--- src/rtl/uart_pkg.sv ---
// Shared UART definitions: default bit timing, receiver state encoding and byte type.
// Kept separate so the matching transmitter can reuse the same timing and types.
package uart_pkg;

   localparam int CLKS_PER_BIT_DEFAULT = 104;  // 12 MHz / 115200 baud

   typedef enum logic [2:0] {
      ST_IDLE      = 3'd0,
      ST_START     = 3'd1,
      ST_DATA      = 3'd2,
      ST_STOP      = 3'd3,
      ST_WAIT_HIGH = 3'd4
   } rx_state_e;

   typedef logic [7:0] uart_byte_t;

endpackage

--- src/rtl/uart_rx_if.sv ---
// Receive-side byte stream plus status flags between uart_rx and its consumer.
// uart_rx uses the master modport; the consumer uses the slave modport.
interface uart_rx_if;
   import uart_pkg::*;

   uart_byte_t out_data;
   logic       out_valid;
   logic       out_ready;
   logic       frame_err;
   logic       overrun;
   logic       busy;

   modport master (
      output out_data, out_valid, frame_err, overrun, busy,
      input  out_ready
   );

   modport slave (
      input  out_data, out_valid, frame_err, overrun, busy,
      output out_ready
   );
endinterface

--- src/rtl/uart_sync.sv ---
// Two-flop synchronizer for an asynchronous input that idles high.
// Both flops preset to 1 so reset never looks like a falling edge.
module uart_sync (
   input  logic clk_12p0,
   input  logic rst,
   input  logic d,
   output logic q
);
   logic meta;

   // NOTE: sequential state uses non-blocking assignments so the two flops form a real two-stage pipeline.
   always_ff @(posedge clk_12p0) begin
      if (rst) begin
         meta <= 1'b1;
         q    <= 1'b1;
      end else begin
         meta <= d;
         q    <= meta;
      end
   end
endmodule

--- src/rtl/uart_rx.sv ---
// 8N1 UART receiver: centre-samples each bit, hands bytes over a valid/ready
// stream, and flags framing errors and dropped bytes with single-cycle pulses.
module uart_rx
   import uart_pkg::*;
#(
   parameter int CLKS_PER_BIT = CLKS_PER_BIT_DEFAULT,
   parameter int HALF_BIT     = CLKS_PER_BIT / 2
) (
   input  logic     clk_12p0,
   input  logic     rst,
   input  logic     rx_in,
   uart_rx_if.master bus
);
   localparam int CNT_W = $clog2(CLKS_PER_BIT);
   localparam logic [CNT_W-1:0] CNT_LAST  = CNT_W'(CLKS_PER_BIT - 1);
   localparam logic [CNT_W-1:0] HALF_LAST = CNT_W'(HALF_BIT - 1);

   logic             rx_s;
   rx_state_e        state;
   logic [CNT_W-1:0] cnt;
   logic [2:0]       bit_idx;
   uart_byte_t       shift_reg;
   uart_byte_t       out_data;
   logic             out_valid;
   logic             frame_err;
   logic             overrun;
   logic             byte_done;
   logic             stop_bad;

   uart_sync u_sync (
      .clk_12p0 (clk_12p0),
      .rst      (rst),
      .d        (rx_in),
      .q        (rx_s)
   );

   assign byte_done = (state == ST_STOP) && (cnt == CNT_LAST) &&  rx_s;
   assign stop_bad  = (state == ST_STOP) && (cnt == CNT_LAST) && !rx_s;

   always_ff @(posedge clk_12p0) begin
      if (rst) begin
         state     <= ST_IDLE;
         cnt       <= '0;
         bit_idx   <= '0;
         shift_reg <= '0;
      end else begin
         unique case (state)
            ST_IDLE: begin
               cnt <= '0;
               if (!rx_s) state <= ST_START;
            end
            ST_START: begin
               // A start bit that is high again at its centre was a glitch.
               if (cnt == HALF_LAST) begin
                  cnt <= '0;
                  if (!rx_s) begin
                     state   <= ST_DATA;
                     bit_idx <= '0;
                  end else begin
                     state <= ST_IDLE;
                  end
               end else begin
                  cnt <= cnt + CNT_W'(1);
               end
            end
            ST_DATA: begin
               if (cnt == CNT_LAST) begin
                  cnt                <= '0;
                  shift_reg[bit_idx] <= rx_s;
                  if (bit_idx == 3'd7) state   <= ST_STOP;
                  else                 bit_idx <= bit_idx + 3'd1;
               end else begin
                  cnt <= cnt + CNT_W'(1);
               end
            end
            ST_STOP: begin
               if (cnt == CNT_LAST) begin
                  cnt   <= '0;
                  state <= rx_s ? ST_IDLE : ST_WAIT_HIGH;
               end else begin
                  cnt <= cnt + CNT_W'(1);
               end
            end
            ST_WAIT_HIGH: begin
               // A held-low line (break) must go high before a new start is accepted.
               if (rx_s) state <= ST_IDLE;
            end
            default: state <= ST_IDLE;
         endcase
      end
   end

   always_ff @(posedge clk_12p0) begin
      if (rst) begin
         out_data  <= '0;
         out_valid <= 1'b0;
         frame_err <= 1'b0;
         overrun   <= 1'b0;
      end else begin
         frame_err <= stop_bad;
         overrun   <= 1'b0;
         if (byte_done) begin
            // A byte is dropped only if the previous one is still unconsumed.
            if (!out_valid || bus.out_ready) begin
               out_data  <= shift_reg;
               out_valid <= 1'b1;
            end else begin
               overrun <= 1'b1;
            end
         end else if (out_valid && bus.out_ready) begin
            out_valid <= 1'b0;
         end
      end
   end

   assign bus.out_data  = out_data;
   assign bus.out_valid = out_valid;
   assign bus.frame_err = frame_err;
   assign bus.overrun   = overrun;
   assign bus.busy      = (state != ST_IDLE);
endmodule
--- src/flat_wrapper.sv ---
// flat-port wrapper written by rule: the top's interface ports become plain ports
module uart_rx_flat import uart_pkg::*;
#(
   parameter int CLKS_PER_BIT = CLKS_PER_BIT_DEFAULT,
   parameter int HALF_BIT     = CLKS_PER_BIT / 2
)
  (clk_12p0, rst, rx_in, bus_out_data, bus_out_valid, bus_frame_err, bus_overrun, bus_busy, bus_out_ready);
  uart_rx_if bus_i ();
  input  logic clk_12p0;
  input  logic rst;
  input  logic rx_in;
  output wire logic [$bits(bus_i.out_data)-1:0] bus_out_data;
  output wire logic [$bits(bus_i.out_valid)-1:0] bus_out_valid;
  output wire logic [$bits(bus_i.frame_err)-1:0] bus_frame_err;
  output wire logic [$bits(bus_i.overrun)-1:0] bus_overrun;
  output wire logic [$bits(bus_i.busy)-1:0] bus_busy;
  input wire logic [$bits(bus_i.out_ready)-1:0] bus_out_ready;
  assign bus_out_data = bus_i.out_data;
  assign bus_out_valid = bus_i.out_valid;
  assign bus_frame_err = bus_i.frame_err;
  assign bus_overrun = bus_i.overrun;
  assign bus_busy = bus_i.busy;
  assign bus_i.out_ready = bus_out_ready;
  uart_rx #(.CLKS_PER_BIT(CLKS_PER_BIT), .HALF_BIT(HALF_BIT)) u_core (.clk_12p0(clk_12p0), .rst(rst), .rx_in(rx_in), .bus(bus_i));
endmodule
--- config.mk ---
export PLATFORM = sky130hd
export DESIGN_NAME = uart_rx_flat
export DESIGN_NICKNAME = d
export VERILOG_FILES = /design/src/rtl/uart_pkg.sv /design/src/rtl/uart_rx_if.sv /design/src/rtl/uart_sync.sv /design/src/rtl/uart_rx.sv /design/src/flat_wrapper.sv
export SDC_FILE = /design/constraint.sdc
export NUM_CORES = 1
export LEC_CHECK = 0
export ABC_AREA = 1
export CORE_MARGIN = 3
export CORE_UTILIZATION = 55
export CTS_CLUSTER_DIAMETER = 80
export DETAILED_ROUTE_END_ITERATION = 6
export DONT_BUFFER_PORTS = 1
export PLACE_DENSITY = 0.7
export SETUP_SLACK_MARGIN = 0.2
export SLEW_MARGIN = 30
export SYNTH_ARGS = -nofsm -noshare
export SYNTH_HDL_FRONTEND = slang
export SYNTH_SLANG_ARGS = --single-unit
--- constraint.sdc ---
create_clock -name clk_12p0 -period 1.74 [get_ports clk_12p0]
set_input_delay 0.348 -clock clk_12p0 [delete_from_list [all_inputs] [get_ports clk_12p0]]
set_output_delay 0.348 -clock clk_12p0 [all_outputs]
set_load 0.05 [all_outputs]
==> impl_metrics.py <==
metrics = {
    "synth": {
        "syn_avg_cell_area_um2": 6.57,
        "synth_top_area_share_pct": 40.0,
        "synth_nets": 266,
        "synthMuxAreaShare_pct": 0,
        "synth-xor-area-share_pct": 0.514,
        "synth-seq-cells": 34,
        "synth_compound_area_share_pct": 4.41,
        "ys_types": 24,
        "synthCells": 259,
        "yosysWarnings": 0,
        "seq_area_frac_synth_pct": 40.0,
        "netlist_area_um2": 1700,
        "synthAdderAreaFrac_pct": 2.20,
        "synth_top_family_by_area": "simple AND/OR/NAND/NOR gates",
        "synth.largest_area_cell": "dfxtp_1",
        "synthSimpleGateAreaFrac_pct": 42.5,
        "ys_top_cells_by_area": "dfxtp_1 40%, nand2_1 17%, nor2_1 11%, inv_1 7.3%, nand3_1 5.3%",
    },
    "worst_setup_path": {
        "slowest_delay_ns": 0.40,
        "cp-startpoint": "u_core.cnt[0]",
        "crit_chain": "ha_4 -> nand2_1 -> inv_2 -> nand3_4 -> nor2_4 -> nand4_1 -> a21oi_2",
        "end_kind": "register",
        "startpoint_type": "register",
        "cp_max_fo": 8,
        "required_ns": 2.03,
        "cp_slowest_cell": "dfxtp_2",
        "worstSetupPathType": "register to register",
        "critical-path-top-delay-family": "simple AND/OR/NAND/NOR gates",
        "arrival_ns": 1.76,
        "crit_buf_inv": 1,
        "r2r-start": "u_core.cnt[0]",
    },
    "finish": {
        "drive_above_1_share_pct": 17.0,
        "fillers": 266,
        "multi_input_area_um2": 903,
        "syn2layout_area_growth_pct": 12.8,
        "nets": 277,
        "final_common_cell": "nand2_1",
        "n_antenna_cell": 0,
        "final_cell_mix": "74 x nand2_1, 47 x nor2_1, 33 x inv_1",
        "regArea_um2": 688,
    },
    "sta": {
        "slew_headroom_pct": 65.1,
        "period_share_pct": 84.6,
        "tightest_slew_ns": 0.522,
        "rsz0062_at_grt": "no",
        "tns_ns": 0,
        "fin_crit_ns": 1.47,
        "fmax_mhz": 679,
        "setup_viol": 0,
        "fin_ws_ns": 0.267,
        "slew_viol_final": 0,
        "skew_ns": 0.0125,
        "hold_violations": 0,
    },
    "route": {
        "drt-total-wl_um": 3530,
        "initialDrtViolationCount": 81,
        "avgRoutedWirePerCell_um": 11.7,
        "routed_via_density": 5.01,
        "vias": 1513,
        "maxUsedRoutingLayer": "met4",
        "wl_met3_um": 241,
        "ant_nets": 0,
        "m1WireLength_um": 1760,
        "drc_errors": 0,
        "firstDrtPassIters": 5,
        "route.met2.wl_um": 1490,
    },
    "min_path": {
        "hp-class": "primary input to register",
        "min-delay-start": "rst",
    },
    "placed_design": {
        "numPortBuffers": 0,
        "pre_cts_ws_ns": 0.175,
        "place_congestion": 0.838,
        "dp_hpwl_um": 2350,
    },
    "floorplan": {
        "coreArea_um2": 2850,
        "initial_core_util_pct": 59.7,
        "num_rows": 19,
        "dieArea_um2": 3800,
        "ios": 16,
        "fp.dieH_um": 61.6,
        "die_w_um": 61.6,
    },
    "global_routing": {
        "grt_pass1_wl_um": 5690,
        "grt_max_degree": 17,
        "grt_pass1_vias": 1295,
        "overflow": 0,
        "grt_antenna_before_repair": 0,
        "grt.total_usage_pct": 20.3,
    },
    "clock_network": {
        "insertion_delay_ns": 0.34,
        "cts_num_sinks": 34,
        "h-tree-depth": 2,
        "ctsRootBufferMaster": "clkbuf_4",
        "postCtsHoldBufs": 0,
        "clk_pin_slew_ns": 0.11,
        "cts_tree": "done",
        "clockBufferDepth": 2,
        "numCtsBuffers": 5,
    },
    "outcome": {
        "status": "finished, final reports clean",
    },
    "power": {
        "power_leakage_uw": 0.000964,
        "p_per_area_nw_per_um2": 1350,
        "ir_drop_v": 0.00128,
    },
    "flow_run": {
        "maxCapViolCount": 0,
    },
}
## cells in the mapped netlist (all sizes together)
cell type and instances:
nor3 1, o21ai 4, inv 36, nand3b 1
xor2 1, dfxtp 34, o21bai 2, a21oi 8
nor4 1, nand4 8, nand3 21, nor2 52
nand2 77, or2 3, ha 3, buf 2
clkbuf 5
## final timing paths
check,end,slack [ns],depth (start not counted)
max reg2reg,u_core.shift_reg[3],0.27,7
min,u_core.shift_reg[3],0.05,1
min reg2reg,u_core.u_sync.q,0.43,1
max,u_core.shift_reg[3],0.27,7
## per-layer routing
metal,vias up,GRT usage (%)
met5,-,0
met4,0,8.48
met3,7,5.24
met2,50,29.3
met1,634,28.4
li1,822,-
## repair_timing
action                     CTS  global route
setup endpoints to repair    9            25
gates resized for setup      4            14
pin swaps                    0             4
cloned                       0             1
buffers inserted             0             2
## area by class of cell
type,count,area share [%]
multi-input cells,183,47.0
flip-flops and latches,34,35.8
inverters,36,7.17
repair buffers,10,3.91
clock inverters,3,2.08
well taps,31,2.02
clock buffers,5,1.95
## cells by family after synthesis
kind of cell,after synthesis
buffers and inverters,43
xor gates and xnor gates,1
AOI/OAI and AO/OA,14
adders and majority gates,3
DFF,34
and+or+nand+nor,164
## stage by stage
| stage | util [%] | total power [uW] | instances | instance area (um2) | hold slack [ns] |
|---|---|---|---|---|---|
| 3_3_place_gp | 61.7 | 1950 | 291 | 1760 | 0.415 |
| 4_1_cts | 65.0 | 2550 | 299 | 1850 | 0.0441 |
| 2_1_floorplan | - | 1730 | 259 | 1700 | 0.389 |
| 6_report | 67.3 | 2590 | 302 | 1920 | 0.0499 |
| 3_5_place_dp | 61.7 | 1960 | 291 | 1760 | 0.413 |
| 5_1_grt | 67.3 | 2790 | 302 | 1920 | 0.0366 |
## power breakdown
part           switching (uW)  internal (uW)
combinational             669            356
clock                     273            298
sequential                121            874
total                    1060           1530
No activity file was read; power rests on OpenSTA's default activity.
